[src/rtl/fwd_sel_unit_pkg.sv]
// fwd_pkg: shared constants and types for the EX-stage operand forwarding
// select unit (fwd_sel_unit) and its per-operand comparator (fwd_match).
// Optional build macro LOAD_FWD_MEM2_EN is consumed by fwd_match.
package fwd_pkg;

    // Issue width; the select encoding below assumes exactly four lanes.
    localparam int NLANE  = 4;
    localparam int LANE_W = 2;

    // Shadow destination field is wide enough for any REGW up to 8.
    localparam int SH_DSTW = 8;

    typedef logic [3:0] sel_t;

    localparam sel_t SEL_RF        = 4'd0;
    localparam sel_t SEL_MEM1_BASE = 4'd1;
    localparam sel_t SEL_MEM2_BASE = 4'd5;
    localparam sel_t SEL_WB_BASE   = 4'd9;

    typedef struct packed {
        logic [SH_DSTW-1:0] dst;
        logic               regwrite;
        logic               load;
    } shadow_entry_t;

    localparam shadow_entry_t SH_EMPTY = '{dst: 8'd0, regwrite: 1'b0, load: 1'b0};

    // Index of the highest set lane bit (later lane in program order).
    function automatic logic [LANE_W-1:0] hi_lane(input logic [NLANE-1:0] v);
        logic [LANE_W-1:0] idx;
        idx = 2'd0;
        for (int i = 0; i < NLANE; i++) begin
            if (v[i]) begin
                idx = LANE_W'(i);
            end
        end
        return idx;
    endfunction

endpackage

[src/rtl/fwd_sel_unit_match.sv]
// fwd_match: priority comparator for one IS-stage source operand against the
// EX / MEM1 / MEM2 shadow ranks. Youngest rank wins, then highest lane.
// Build macro LOAD_FWD_MEM2_EN: when defined, a load found in MEM1 is
// forwardable and does not raise load_hit; otherwise it does.
module fwd_match
    import fwd_pkg::*;
#(
    parameter int REGW = 5
) (
    input  logic [REGW-1:0]             src,
    input  shadow_entry_t [NLANE-1:0]   sh_ex,
    input  shadow_entry_t [NLANE-1:0]   sh_mem1,
    input  shadow_entry_t [NLANE-1:0]   sh_mem2,
    output sel_t                        sel,
    output logic                        load_hit
);

    logic [SH_DSTW-1:0] src_ext_s;
    logic               src_nz_s;
    logic [NLANE-1:0]   hit_ex_s;
    logic [NLANE-1:0]   hit_mem1_s;
    logic [NLANE-1:0]   hit_mem2_s;
    logic [LANE_W-1:0]  lane_s;
    sel_t               sel_s;
    logic               load_hit_s;
    logic               unused_load_s;

    assign src_ext_s = SH_DSTW'(src);
    assign src_nz_s  = (src != {REGW{1'b0}});

    // Per-lane destination hits in each rank; register $0 never matches.
    always_comb begin
        for (int l = 0; l < NLANE; l++) begin
            hit_ex_s[l]   = src_nz_s && sh_ex[l].regwrite   && (sh_ex[l].dst   == src_ext_s);
            hit_mem1_s[l] = src_nz_s && sh_mem1[l].regwrite && (sh_mem1[l].dst == src_ext_s);
            hit_mem2_s[l] = src_nz_s && sh_mem2[l].regwrite && (sh_mem2[l].dst == src_ext_s);
        end
    end

    // Pick the youngest rank, then the highest lane; flag loads not yet forwardable.
    always_comb begin
        sel_s      = SEL_RF;
        load_hit_s = 1'b0;
        lane_s     = 2'd0;
        if (|hit_ex_s) begin
            lane_s     = hi_lane(hit_ex_s);
            sel_s      = SEL_MEM1_BASE + sel_t'(lane_s);
            load_hit_s = sh_ex[lane_s].load;
        end else if (|hit_mem1_s) begin
            lane_s     = hi_lane(hit_mem1_s);
            sel_s      = SEL_MEM2_BASE + sel_t'(lane_s);
`ifdef LOAD_FWD_MEM2_EN
            load_hit_s = 1'b0;
`else
            load_hit_s = sh_mem1[lane_s].load;
`endif
        end else if (|hit_mem2_s) begin
            lane_s     = hi_lane(hit_mem2_s);
            sel_s      = SEL_WB_BASE + sel_t'(lane_s);
            load_hit_s = 1'b0;
        end else begin
            sel_s      = SEL_RF;
            load_hit_s = 1'b0;
        end
    end

    // Load flags of ranks whose data is always forwardable are not consulted.
    always_comb begin
        unused_load_s = 1'b0;
        for (int l = 0; l < NLANE; l++) begin
            unused_load_s = unused_load_s ^ sh_mem2[l].load ^ sh_mem1[l].load;
        end
    end

    assign sel      = sel_s;
    assign load_hit = load_hit_s;

endmodule

[src/rtl/fwd_sel_unit.sv]
// fwd_sel_unit: EX-stage operand select generation for the 7-stage, 4-issue
// pipeline. Tracks EX/MEM1/MEM2 destinations in shadow ranks, registers one
// select code per EX operand mux, and raises a combinational load-use stall.
// Build macro LOAD_FWD_MEM2_EN (see fwd_match) widens load forwarding to MEM2.
module fwd_sel_unit #(
    parameter int REGW  = 5,
    parameter int NLANE = fwd_pkg::NLANE
) (
    input  logic                              clk,
    input  logic                              reset,
    input  logic [NLANE-1:0]                  is_valid_i,
    input  logic [2*NLANE-1:0][REGW-1:0]      is_src_i,
    input  logic [NLANE-1:0][REGW-1:0]        is_dst_i,
    input  logic [NLANE-1:0]                  is_regwrite_i,
    input  logic [NLANE-1:0]                  is_load_i,
    input  logic                              hold_i,
    input  logic                              flush_i,
    output logic [2*NLANE-1:0][3:0]           sel_o,
    output logic                              load_stall_o
);
    import fwd_pkg::sel_t;
    import fwd_pkg::shadow_entry_t;
    import fwd_pkg::SH_EMPTY;
    import fwd_pkg::SEL_RF;
    import fwd_pkg::SH_DSTW;

    shadow_entry_t [NLANE-1:0] sh_ex_r;
    shadow_entry_t [NLANE-1:0] sh_mem1_r;
    shadow_entry_t [NLANE-1:0] sh_mem2_r;
    sel_t [2*NLANE-1:0]        sel_r;

    shadow_entry_t [NLANE-1:0] is_entry_s;
    sel_t [2*NLANE-1:0]        match_sel_s;
    logic [2*NLANE-1:0]        load_hit_s;
    logic [2*NLANE-1:0]        opnd_valid_s;
    logic                      load_stall_s;
    logic                      advance_s;
    logic                      bubble_s;

    // IS bundle as it will enter the EX shadow rank; invalid lanes never write.
    always_comb begin
        for (int l = 0; l < NLANE; l++) begin
            is_entry_s[l].dst      = SH_DSTW'(is_dst_i[l]);
            is_entry_s[l].regwrite = is_regwrite_i[l] & is_valid_i[l];
            is_entry_s[l].load     = is_load_i[l];
        end
    end

    genvar gi;
    generate
        for (gi = 0; gi < 2*NLANE; gi++) begin : g_match
            fwd_match #(.REGW(REGW)) u_match (
                .src      (is_src_i[gi]),
                .sh_ex    (sh_ex_r),
                .sh_mem1  (sh_mem1_r),
                .sh_mem2  (sh_mem2_r),
                .sel      (match_sel_s[gi]),
                .load_hit (load_hit_s[gi])
            );
        end
    endgenerate

    // Operand k of lane l is only meaningful when lane l is valid.
    always_comb begin
        for (int i = 0; i < 2*NLANE; i++) begin
            opnd_valid_s[i] = is_valid_i[i/2];
        end
    end

    // Stall, advance and bubble decisions in edge-priority order: flush, hold, stall.
    always_comb begin
        load_stall_s = |(load_hit_s & opnd_valid_s);
        advance_s    = flush_i | ~hold_i;
        bubble_s     = flush_i | (~hold_i & load_stall_s);
    end

    // Shadow ranks and registered select codes.
    always_ff @(posedge clk) begin
        if (reset) begin
            sh_ex_r   <= {NLANE{SH_EMPTY}};
            sh_mem1_r <= {NLANE{SH_EMPTY}};
            sh_mem2_r <= {NLANE{SH_EMPTY}};
            sel_r     <= {(2*NLANE){SEL_RF}};
        end else if (advance_s) begin
            sh_mem2_r <= sh_mem1_r;
            sh_mem1_r <= sh_ex_r;
            if (bubble_s) begin
                sh_ex_r <= {NLANE{SH_EMPTY}};
                sel_r   <= {(2*NLANE){SEL_RF}};
            end else begin
                sh_ex_r <= is_entry_s;
                sel_r   <= match_sel_s;
            end
        end else begin
            sh_ex_r   <= sh_ex_r;
            sh_mem1_r <= sh_mem1_r;
            sh_mem2_r <= sh_mem2_r;
            sel_r     <= sel_r;
        end
    end

    assign sel_o        = sel_r;
    assign load_stall_o = reset ? 1'b0 : load_stall_s;

endmodule

[config.mk]
export PLATFORM = sky130hd
export DESIGN_NAME = fwd_sel_unit
export DESIGN_NICKNAME = d
export VERILOG_FILES = /design/src/rtl/fwd_sel_unit_pkg.sv /design/src/rtl/fwd_sel_unit_match.sv /design/src/rtl/fwd_sel_unit.sv
export SDC_FILE = /design/constraint.sdc
export NUM_CORES = 1
export LEC_CHECK = 0
export BUFFER_PORTS_ARGS = -buffer_cell sky130_fd_sc_hd__buf_2
export CAP_MARGIN = 20
export CORE_ASPECT_RATIO = 1.1
export CORE_MARGIN = 1.5
export CORE_UTILIZATION = 40
export CTS_CLUSTER_SIZE = 24
export DETAILED_ROUTE_END_ITERATION = 12
export SLEW_MARGIN = 10
export SYNTH_ARGS = -nofsm -noshare
export SYNTH_HDL_FRONTEND = slang
export SYNTH_SLANG_ARGS = --single-unit
[constraint.sdc]
create_clock -name clk -period 4.2 [get_ports clk]
set_clock_uncertainty 0.2 [all_clocks]
set_input_delay 0.21 -clock clk [delete_from_list [all_inputs] [get_ports clk]]
set_output_delay 0.21 -clock clk [all_outputs]
set_load 0.05 [all_outputs]
==> results.yml, run 1 <==
outcome:
  status: "finished clean"
floorplan:
  ios: 109
  fp.dieW_um: 167
  start_util_pct: 40.9
  rows: 65
  dieArea_um2: 30600
  core_um2: 28900
  die_y_um: 183
layout:
  fin_util_pct: 47.4
  n_antenna_cell: 0
  instances_no_fill: 1986
  nNetsFinal: 1712
  area_delta_synth_final_pct: 15.7
  drive_gt1_share_pct: 17.2
  final_cell_area_um2: 13700
yosys:
  yosys.cell_count.top_type: "xnor2_1"
  synth_common_cells: "294 x xnor2_1, 186 x xor2_1, 148 x nand2_1, 112 x dfxtp_1, 93 x a21oi_1"
  async_reset_ff_share_pct: 0
  yosys_register_bits: 112
  synth_cells: 1516
  syn_area_per_cell_um2: 7.80
  synth.largest_area_cell: "xnor2_1"
  synth-main-ff-cell: "dfxtp_1"
  yosysSeqAreaShare_pct: 19.0
  yosysWarnings: 0
  synth.area.top_cells: "xnor2_1 22%, dfxtp_1 19%, xor2_1 14%"
  synth_area_um2: 11800
  synth_cell_types: 68
  synth_enable_flop_cells: 0
  synth_fp_nets: 1615
  synth_top_area_share_pct: 21.8
worst_hold_path:
  hp-class: "input port to register"
critical_path:
  critPathLaunchType: "register"
  path_class: "register to output pin"
  crit_fanout: 7
  end_kind: "output pin"
  cp.required_ns: 3.79
  critical_path_arrival_ns: 3.73
timing:
  rsz0062_at_grt: "false"
  fin_hold_ws_ns: 0.0450
  min_period_over_period_pct: 98.5
  tns_ns: 0
  finalHoldViolations: 0
  max_freq_mhz: 242
  max_slew.worst_pin.slew_ns: 1.06
  setup_violations: 0
  timing.slew.headroom_pct: 29.0
  slew_viol_final: 0
  min_period_ns: 4.14
  fin_ws_ns: 0.0620
clock_tree:
  cts.path.max_buffers: 2
  clk_pin_slew_worst_paths_ns: 0.09
  cts_tree: "built"
  clock_latency_ns: 0.39
  cts.sinks: 112
  cts_max_level: 3
  cts_root_buf: "clkbuf_16"
  cts_made_buffers: 9
  post-cts-setup-buffers: 0
power:
  netSwitchingFraction_pct: 34.8
  comb_power_share_pct: 23.8
  p_leak_nw: 5.57
  p_total_mw: 2.76
  sequentialPowerShare_pct: 40.9
  clkPwrFrac_pct: 35.3
  peakVddDrop_mv: 0.176
  power.switching_mw: 0.962
  p_int_mw: 1.80
  powerDensity_nw_per_um2: 202
drt:
  dr.pass1.iters: 5
  detail_route.iter0.violations: 1548
  vias: 12200
  routed_wl_mm: 50.7
  wire_per_inst_um: 25.5
  drc: 0
  vias_per_cell: 6.12
  ant_nets: 0
grt:
  antenna_found_initial: 0
  grt_use_total_pct: 32.6
  grt_pass1_wl_mm: 73.7
  grt_max_degree: 61
  grt.overflow.total: 0
  grt_pass1_vias: 11300
place:
  dpl.cell_count: 1940
  placement.io_buffers: 108
  globalplace.congestion: 0.984
  place_hpwl_mm: 35.7
  post-place-ws_ns: 0.389
  dpl_cell_area_um2: 13000
flow_run:
  maxCapViolCount: 0
-- worst paths after layout --
| path | start | to | slack (ns) | depth (start not counted) |
|---|---|---|---|---|
| max | sh_ex_r[36]$_SDFFE_PP0P_ | load_stall_o | 0.06 | 9 |
| min reg2reg | sel_o[3]$_SDFFE_PP0P_ | sel_o[3]$_SDFFE_PP0P_ | 0.27 | 1 |
| max reg2reg | sh_ex_r[36]$_SDFFE_PP0P_ | sel_o[1]$_SDFFE_PP0P_ | 0.40 | 9 |
| min | is_regwrite_i[2] | sh_ex_r[21]$_SDFFE_PP0P_ | 0.05 | 4 |
-- cell usage in the layout, fill, tap and decap left out, types with 3 or more instances in the layout --
| cell type | Yosys | routed |
|---|---|---|
| xor2_1 | 186 | 186 |
| a21o_1 | 15 | 15 |
| a221o_1 | 4 | 4 |
| nand4_1 | 85 | 85 |
| dfxtp_1 | 112 | 110 |
| xnor2_1 | 294 | 294 |
| a221oi_1 | 5 | 5 |
| o21ai_0 | 5 | 5 |
| a211oi_1 | 3 | 3 |
| nand2b_1 | 7 | 6 |
| mux2_2 | 4 | 4 |
| o211ai_1 | 5 | 5 |
| o21bai_1 | 17 | 17 |
| nor3_1 | 10 | 10 |
| ha_1 | 23 | 23 |
| a22oi_1 | 6 | 6 |
| or3_1 | 4 | 4 |
| nor4_2 | 2 | 5 |
| a22o_1 | 50 | 50 |
| nor2_1 | 40 | 39 |
| a32o_1 | 12 | 12 |
| nand2_1 | 148 | 148 |
| a211o_1 | 6 | 6 |
| o221ai_1 | 3 | 3 |
| or2_2 | 13 | 13 |
| clkbuf_16 | 0 | 9 |
| nor4_1 | 73 | 70 |
| nor2b_1 | 9 | 8 |
| nor3b_1 | 9 | 9 |
| buf_12 | 0 | 3 |
| nand3_1 | 16 | 16 |
| dlygate4sd3_1 | 0 | 30 |
| buf_4 | 3 | 113 |
| a31oi_1 | 4 | 4 |
| inv_1 | 24 | 24 |
| a21oi_1 | 93 | 93 |
| buf_2 | 41 | 108 |
| or4_1 | 27 | 27 |
-- kinds of logic after synthesis --
kind of cell	share of synthesized area, %
AO/OA/AOI/OAI	14.9
adder cells (fa/ha/maj)	2.43
AND/OR/NAND/NOR	20.9
multiplexers	0.466
XOR/XNOR	35.6
buffers and inverters	6.85
flip-flops	19.0
-- metal layers --
metal / vias up / GRT usage, % / share of wire, %
met5: - / 0.966 / 0.073
met4: 2 / 18.7 / 6.1
met3: 183 / 6.39 / 11
met2: 768 / 50.2 / 42
met1: 5758 / 42.3 / 40
li1: 5447 / - / -
-- timing repair --
item	in CTS	in global routing
endpoints found under the hold margin	27	0
hold buffers	30	0
resized for setup	0	6
endpoints found under the setup margin	0	1
-- sequential cells by signal (all words and copies together), names as in the netlist --
| name | cells |
|---|---|
| sh_mem2_r | 24 |
| sel_o | 32 |
| sh_mem1_r | 28 |
| sh_ex_r | 28 |
-- final cells by class --
type	instances	area [µm²]
inverter	25	93.8
fill	2794	15200
multi-input combinational	1211	8810
timing repair buffer	254	1750
clock inverter	7	93.8
clock buffer	9	225
tap	368	460
sequential	112	2240
-- power groups by stage --
stage | Combinational (mW) | Clock [mW] | Sequential, mW
floorplan | 0.453 | 0 | 1.11
detailed placement | 0.619 | 0 | 1.15
finish | 0.657 | 0.976 | 1.13
CTS | 0.643 | 0.988 | 1.13
global route | 0.698 | 1.02 | 1.13
global placement | 0.609 | 0 | 1.15
-- worst max-delay path: stages (launching register included) --
cell	delay (ns)
dfxtp_1	0.64
xnor2_1	0.18
nand4_1	0.13
or4_1	0.63
o2111a_1	0.30
a31oi_1	0.40
a41oi_1	0.32
nor3_1	0.34
a21oi_1	0.14
buf_2	0.26
(Power assumes the default switching activity.)
==> run 2: changes to the inputs <==
GPL_TIMING_DRIVEN = 1   (was unset)
SETUP_SLACK_MARGIN = 0.15   (was unset)
==> results.yml, run 2 (same netlist as run 1, synthesis figures left out) <==
drt:
  vias: 12100
  dr.pass1.iters: 6
  detail_route.iter0.violations: 1683
  drc: 0
  routed_wl_mm: 50.7
  vias_per_cell: 6.09
  ant_nets: 0
  wire_per_inst_um: 25.5
timing:
  fin_ws_ns: 0.254
  tns_ns: 0
  max_freq_mhz: 253
  min_period_ns: 3.95
  rsz0062_at_grt: "false"
  setup_violations: 0
  timing.slew.headroom_pct: 28.8
  max_slew.worst_pin.slew_ns: 1.07
  min_period_over_period_pct: 94.0
  finalHoldViolations: 0
  slew_viol_final: 0
clock_tree:
  cts_made_buffers: 9
  cts.sinks: 112
  cts_max_level: 3
  cts_root_buf: "clkbuf_16"
  clk_pin_slew_worst_paths_ns: 0.10
  cts_tree: "built"
  clock_latency_ns: 0.39
  cts.path.max_buffers: 2
critical_path:
  crit_path_top_delay_cell: "dfxtp_1"
  crit_fanout: 7
  end_kind: "output pin"
  path_class: "register to output pin"
  crit_path_end: "load_stall_o"
  path_buf_inv: 2
  critPathLaunchType: "register"
  cp_cell_sequence: "buf_4 > xor2_1 > nor4_1 > a21oi_1 > a211o_1 > a41oi_1 > nor3_1 > a21oi_1 > buf_2"
  ff2ff_path_depth: 10
  crit_top_cell: "a21oi_1"
  critical_path_arrival_ns: 3.54
  cp.required_ns: 3.79
  cpPeakStageDelay_ns: 0.73
  r2r_start: "sh_mem1_r[12]$_SDFFE_PP0P_"
  cp-startpoint: "sh_mem1_r[12]$_SDFFE_PP0P_"
  r2r_slack_ns: 0.54
  crit_family: "compound AO/OA/AOI/OAI gates"
  path_depth: 9
  r2r_end: "sel_o[1]$_SDFFE_PP0P_"
floorplan:
  core_um2: 28900
  ios: 109
  die_y_um: 183
  start_util_pct: 40.9
  fp.dieW_um: 167
  rows: 65
  dieArea_um2: 30600
grt:
  grt_max_degree: 61
  antenna_found_initial: 0
  grt_use_total_pct: 32.6
  grt.overflow.total: 0
  grt_pass1_wl_mm: 73.7
  grt_pass1_vias: 11300
power:
  netSwitchingFraction_pct: 34.9
  power.switching_mw: 0.967
  peakVddDrop_mv: 0.179
  powerDensity_nw_per_um2: 201
  clkPwrFrac_pct: 35.4
  sequentialPowerShare_pct: 40.8
  p_int_mw: 1.80
  p_leak_nw: 5.58
  comb_power_share_pct: 23.8
layout:
  regArea_um2: 2250
  largest_reg_flops: 32
  final_common_cell: "xnor2_1"
  final_cell_mix: "294 x xnor2_1, 186 x xor2_1, 148 x nand2_1"
  drive_gt1_share_pct: 18.0
  num-fill-cells: 2785
  area_delta_synth_final_pct: 16.2
  n_antenna_cell: 0
  multiInputGateArea_um2: 8860
  nNetsFinal: 1712
worst_hold_path:
  hp-class: "input port to register"
flow_run:
  maxCapViolCount: 0
place:
  globalplace.congestion: 0.984
  post-place-ws_ns: 0.389
  placement.io_buffers: 108
  place_hpwl_mm: 35.7
outcome:
  status: "finished clean"
==> run 2: worst min path at each step <==
stage	from	to	slack (ns)	cells after the start
floorplan	is_load_i[0]	sh_ex_r[0]$_SDFFE_PP0P_	0.14	1
global placement	is_dst_i[16]	sh_ex_r[33]$_SDFFE_PP0P_	0.22	2
detailed placement	is_dst_i[14]	sh_ex_r[26]$_SDFFE_PP0P_	0.23	2
CTS	is_regwrite_i[2]	sh_ex_r[21]$_SDFFE_PP0P_	0.04	4
global route	is_regwrite_i[2]	sh_ex_r[21]$_SDFFE_PP0P_	0.07	4
finish	is_regwrite_i[2]	sh_ex_r[21]$_SDFFE_PP0P_	0.04	4
==> run 2: worst min-delay path, delay by kind of cell <==
family | cells | cell delay, ns
buffers and inverters | 1 | 0.08
AND/OR/NAND/NOR | 2 | 0.14
AO/OA/AOI/OAI | 1 | 0.16
==> run 2: through the flow <==
| stage | total power, mW | instances | hold slack [ns] | instance area (µm²) | utilization [%] |
|---|---|---|---|---|---|
| finish | 2.77 | 1986 | 0.0445 | 13700 | 47.6 |
| floorplan | 1.56 | 1516 | 0.136 | 11800 | - |
| global route | 2.85 | 1986 | 0.0673 | 13700 | 47.6 |
| global placement | 1.76 | 1940 | 0.218 | 13000 | 45.1 |
| detailed placement | 1.77 | 1940 | 0.226 | 13000 | 45.1 |
| CTS | 2.76 | 1986 | 0.0420 | 13700 | 47.3 |
==> run 2: power groups by stage <==
stage          Clock (mW)  Sequential, mW  Combinational, mW
2_1_floorplan           0            1.11              0.453
3_3_place_gp            0            1.15              0.609
3_5_place_dp            0            1.15              0.619
4_1_cts             0.988            1.13              0.643
5_1_grt              1.02            1.13              0.701
6_report            0.979            1.13              0.659
==> run 2: final cells by class <==
| cell class | count | share of cell area (%) |
|---|---|---|
| Multi-Input combinational cell | 1211 | 64.5 |
| Sequential cell | 112 | 16.4 |
| Timing Repair Buffer | 254 | 12.7 |
| Tap cell | 368 | 3.35 |
| Clock buffer | 9 | 1.64 |
| Clock inverter | 7 | 0.683 |
| Inverter | 25 | 0.683 |
==> run 2: layer usage <==
| layer | routed length (µm) | track usage (%) | up-vias |
|---|---|---|---|
| li1 | - | - | 5447 |
| met1 | 20800 | 42.3 | 5750 |
| met2 | 21700 | 50.2 | 726 |
| met3 | 5230 | 6.39 | 174 |
| met4 | 2940 | 18.7 | 2 |
| met5 | 37 | 0.966 | - |
==> run 2: repair_timing <==
item,in CTS,in global routing
endpoints found under the setup margin,1,1
setup buffers,0,0
gates resized for setup,1,19
endpoints found under the hold margin,27,0
hold buffers,30,0
==> run 3: changes to the inputs <==
PLACE_DENSITY = 0.54   (was unset)
==> results.yml, run 3 (same netlist as run 1, synthesis figures left out) <==
timing:
  max_slew.worst_pin.slew_ns: 0.944
  min_period_over_period_pct: 97.2
  finalHoldViolations: 0
  min_period_ns: 4.08
  tns_ns: 0
  setup_violations: 0
  rsz0062_at_grt: "true"
  max_freq_mhz: 245
  slew_viol_final: 0
  timing.slew.headroom_pct: 37.0
critical_path:
  crit_top_cell: "nor3_1"
  cp.required_ns: 3.79
  crit_path_top_delay_cell: "or4b_1"
  cp_cell_sequence: "buf_4 > xor2_1 > nor3_1 > and3_1 > or4b_1 > a311oi_1 > o21ai_0 > nand2_1 > nor3_1 > a21oi_1 > buf_2"
  end_kind: "output pin"
  cpPeakStageDelay_ns: 0.64
  critPathLaunchType: "register"
  crit_fanout: 5
  critical_path_arrival_ns: 3.67
  path_class: "register to output pin"
drt:
  dr.pass1.iters: 5
  vias: 12100
  detail_route.iter0.violations: 1500
  wire_per_inst_um: 25.8
  drc: 0
  vias_per_cell: 6.03
  routed_wl_mm: 51.6
  ant_nets: 0
layout:
  final_cell_area_um2: 13800
  final_cell_mix: "294 x xnor2_1, 186 x xor2_1, 148 x nand2_1"
  final_common_cell: "xnor2_1"
  area_delta_synth_final_pct: 16.8
  largest_reg_flops: 32
  n_antenna_cell: 0
  nNetsFinal: 1728
  drive_gt1_share_pct: 18.1
power:
  comb_power_share_pct: 23.7
  powerDensity_nw_per_um2: 203
  clkPwrFrac_pct: 35.9
  peakVddDrop_mv: 0.208
  p_int_mw: 1.89
  power.switching_mw: 0.904
  netSwitchingFraction_pct: 32.3
  sequentialPowerShare_pct: 40.4
  p_leak_nw: 5.66
clock_tree:
  cts_root_buf: "clkbuf_16"
  cts_tree: "built"
  clock_latency_ns: 0.38
  post-cts-setup-buffers: 0
  clk_pin_slew_worst_paths_ns: 0.08
  cts.sinks: 112
  cts_made_buffers: 9
  cts_max_level: 3
  cts.path.max_buffers: 2
grt:
  grt_pass1_wl_mm: 75.2
  grt_max_degree: 61
  grt_pass1_vias: 11400
  grt.overflow.total: 0
  antenna_found_initial: 0
  grt_use_total_pct: 33.4
place:
  dpl_cell_area_um2: 13100
  place_hpwl_mm: 37.0
  globalplace.congestion: 0.951
  placement.io_buffers: 108
flow_run:
  maxCapViolCount: 0
floorplan:
  core_um2: 28900
  dieArea_um2: 30600
  die_y_um: 183
  ios: 109
  rows: 65
  fp.dieW_um: 167
  start_util_pct: 40.9
outcome:
  status: "finished clean"
worst_hold_path:
  hp-class: "input port to register"
run 3: cell count changes in the layout (fill, tap and decap cells not counted), sizes merged:
cell         change
dlygate4sd3      +1
clkinvlp         +1
bufinv           +2
buf             +15
clkinv           -1
inv              -2
run 3: stage by stage:
stage	power [mW]	setup slack (ns)	cells	utilization, %	hold WS [ns]
2_1_floorplan	1.56	0.642	1516	-	0.136
4_1_cts	2.81	0.164	2002	47.7	0.120
3_5_place_dp	1.78	0.341	1955	45.5	0.225
5_1_grt	2.89	0.0662	2002	47.8	0.145
3_3_place_gp	1.77	0.374	1955	45.5	0.220
6_report	2.80	0.116	2002	47.8	0.128
run 3: final timing paths:
kind                            start                       end  slack [ns]  cells past startpoint
max          sh_ex_r[26]$_SDFFE_PP0P_              load_stall_o        0.12                     11
min                  is_regwrite_i[2]  sh_ex_r[21]$_SDFFE_PP0P_        0.13                      4
max reg2reg  sh_ex_r[24]$_SDFFE_PP0P_     sel_o[1]$_SDFFE_PP0P_        0.43                     11
min reg2reg    sel_o[31]$_SDFFE_PP0P_    sel_o[31]$_SDFFE_PP0P_        0.27                      1
run 3: metal layers:
layer	GRT usage (%)	up-vias	part of all wire (%)
met1	44.4	5774	42
met5	0	-	0
met3	6.19	156	9.5
li1	-	5472	-
met2	50.3	678	42
met4	19.7	0	6.2
run 3: area by class of cell:
type	instances	area (µm²)
Inverter	25	93.8
Clock buffer	9	225
Clock inverter	7	98.8
Tap cell	368	460
Multi-Input combinational cell	1211	8820
Fill cell	2848	15100
Timing Repair Buffer	270	1860
Sequential cell	112	2250
run 3: power by group through the flow:
stage                     registers [mW]  logic [mW]  clock network [mW]
after CTS                           1.13       0.654                1.03
after global routing                1.13       0.711                1.05
after floorplan                     1.11       0.453                   0
after global placement              1.15       0.620                   0
after detailed placement            1.15       0.629                   0
final                               1.13       0.664                1.00
run 3: what timing repair did:
action / 4_1_cts / 5_1_grt
setup endpoints to repair: 1 / 60
hold buffers: 31 / 0
resized for setup: 4 / 4
endpoints found under the hold margin: 28 / 0
cloned: 0 / 0
run 3: critical path, delay by kind of cell, from the launching register on:
kind,cells,cell delay (ns)
compound gates,3,0.92
simple gates,5,1.11
flops,1,0.59
xor+xnor,1,0.13
buf+inv,2,0.53
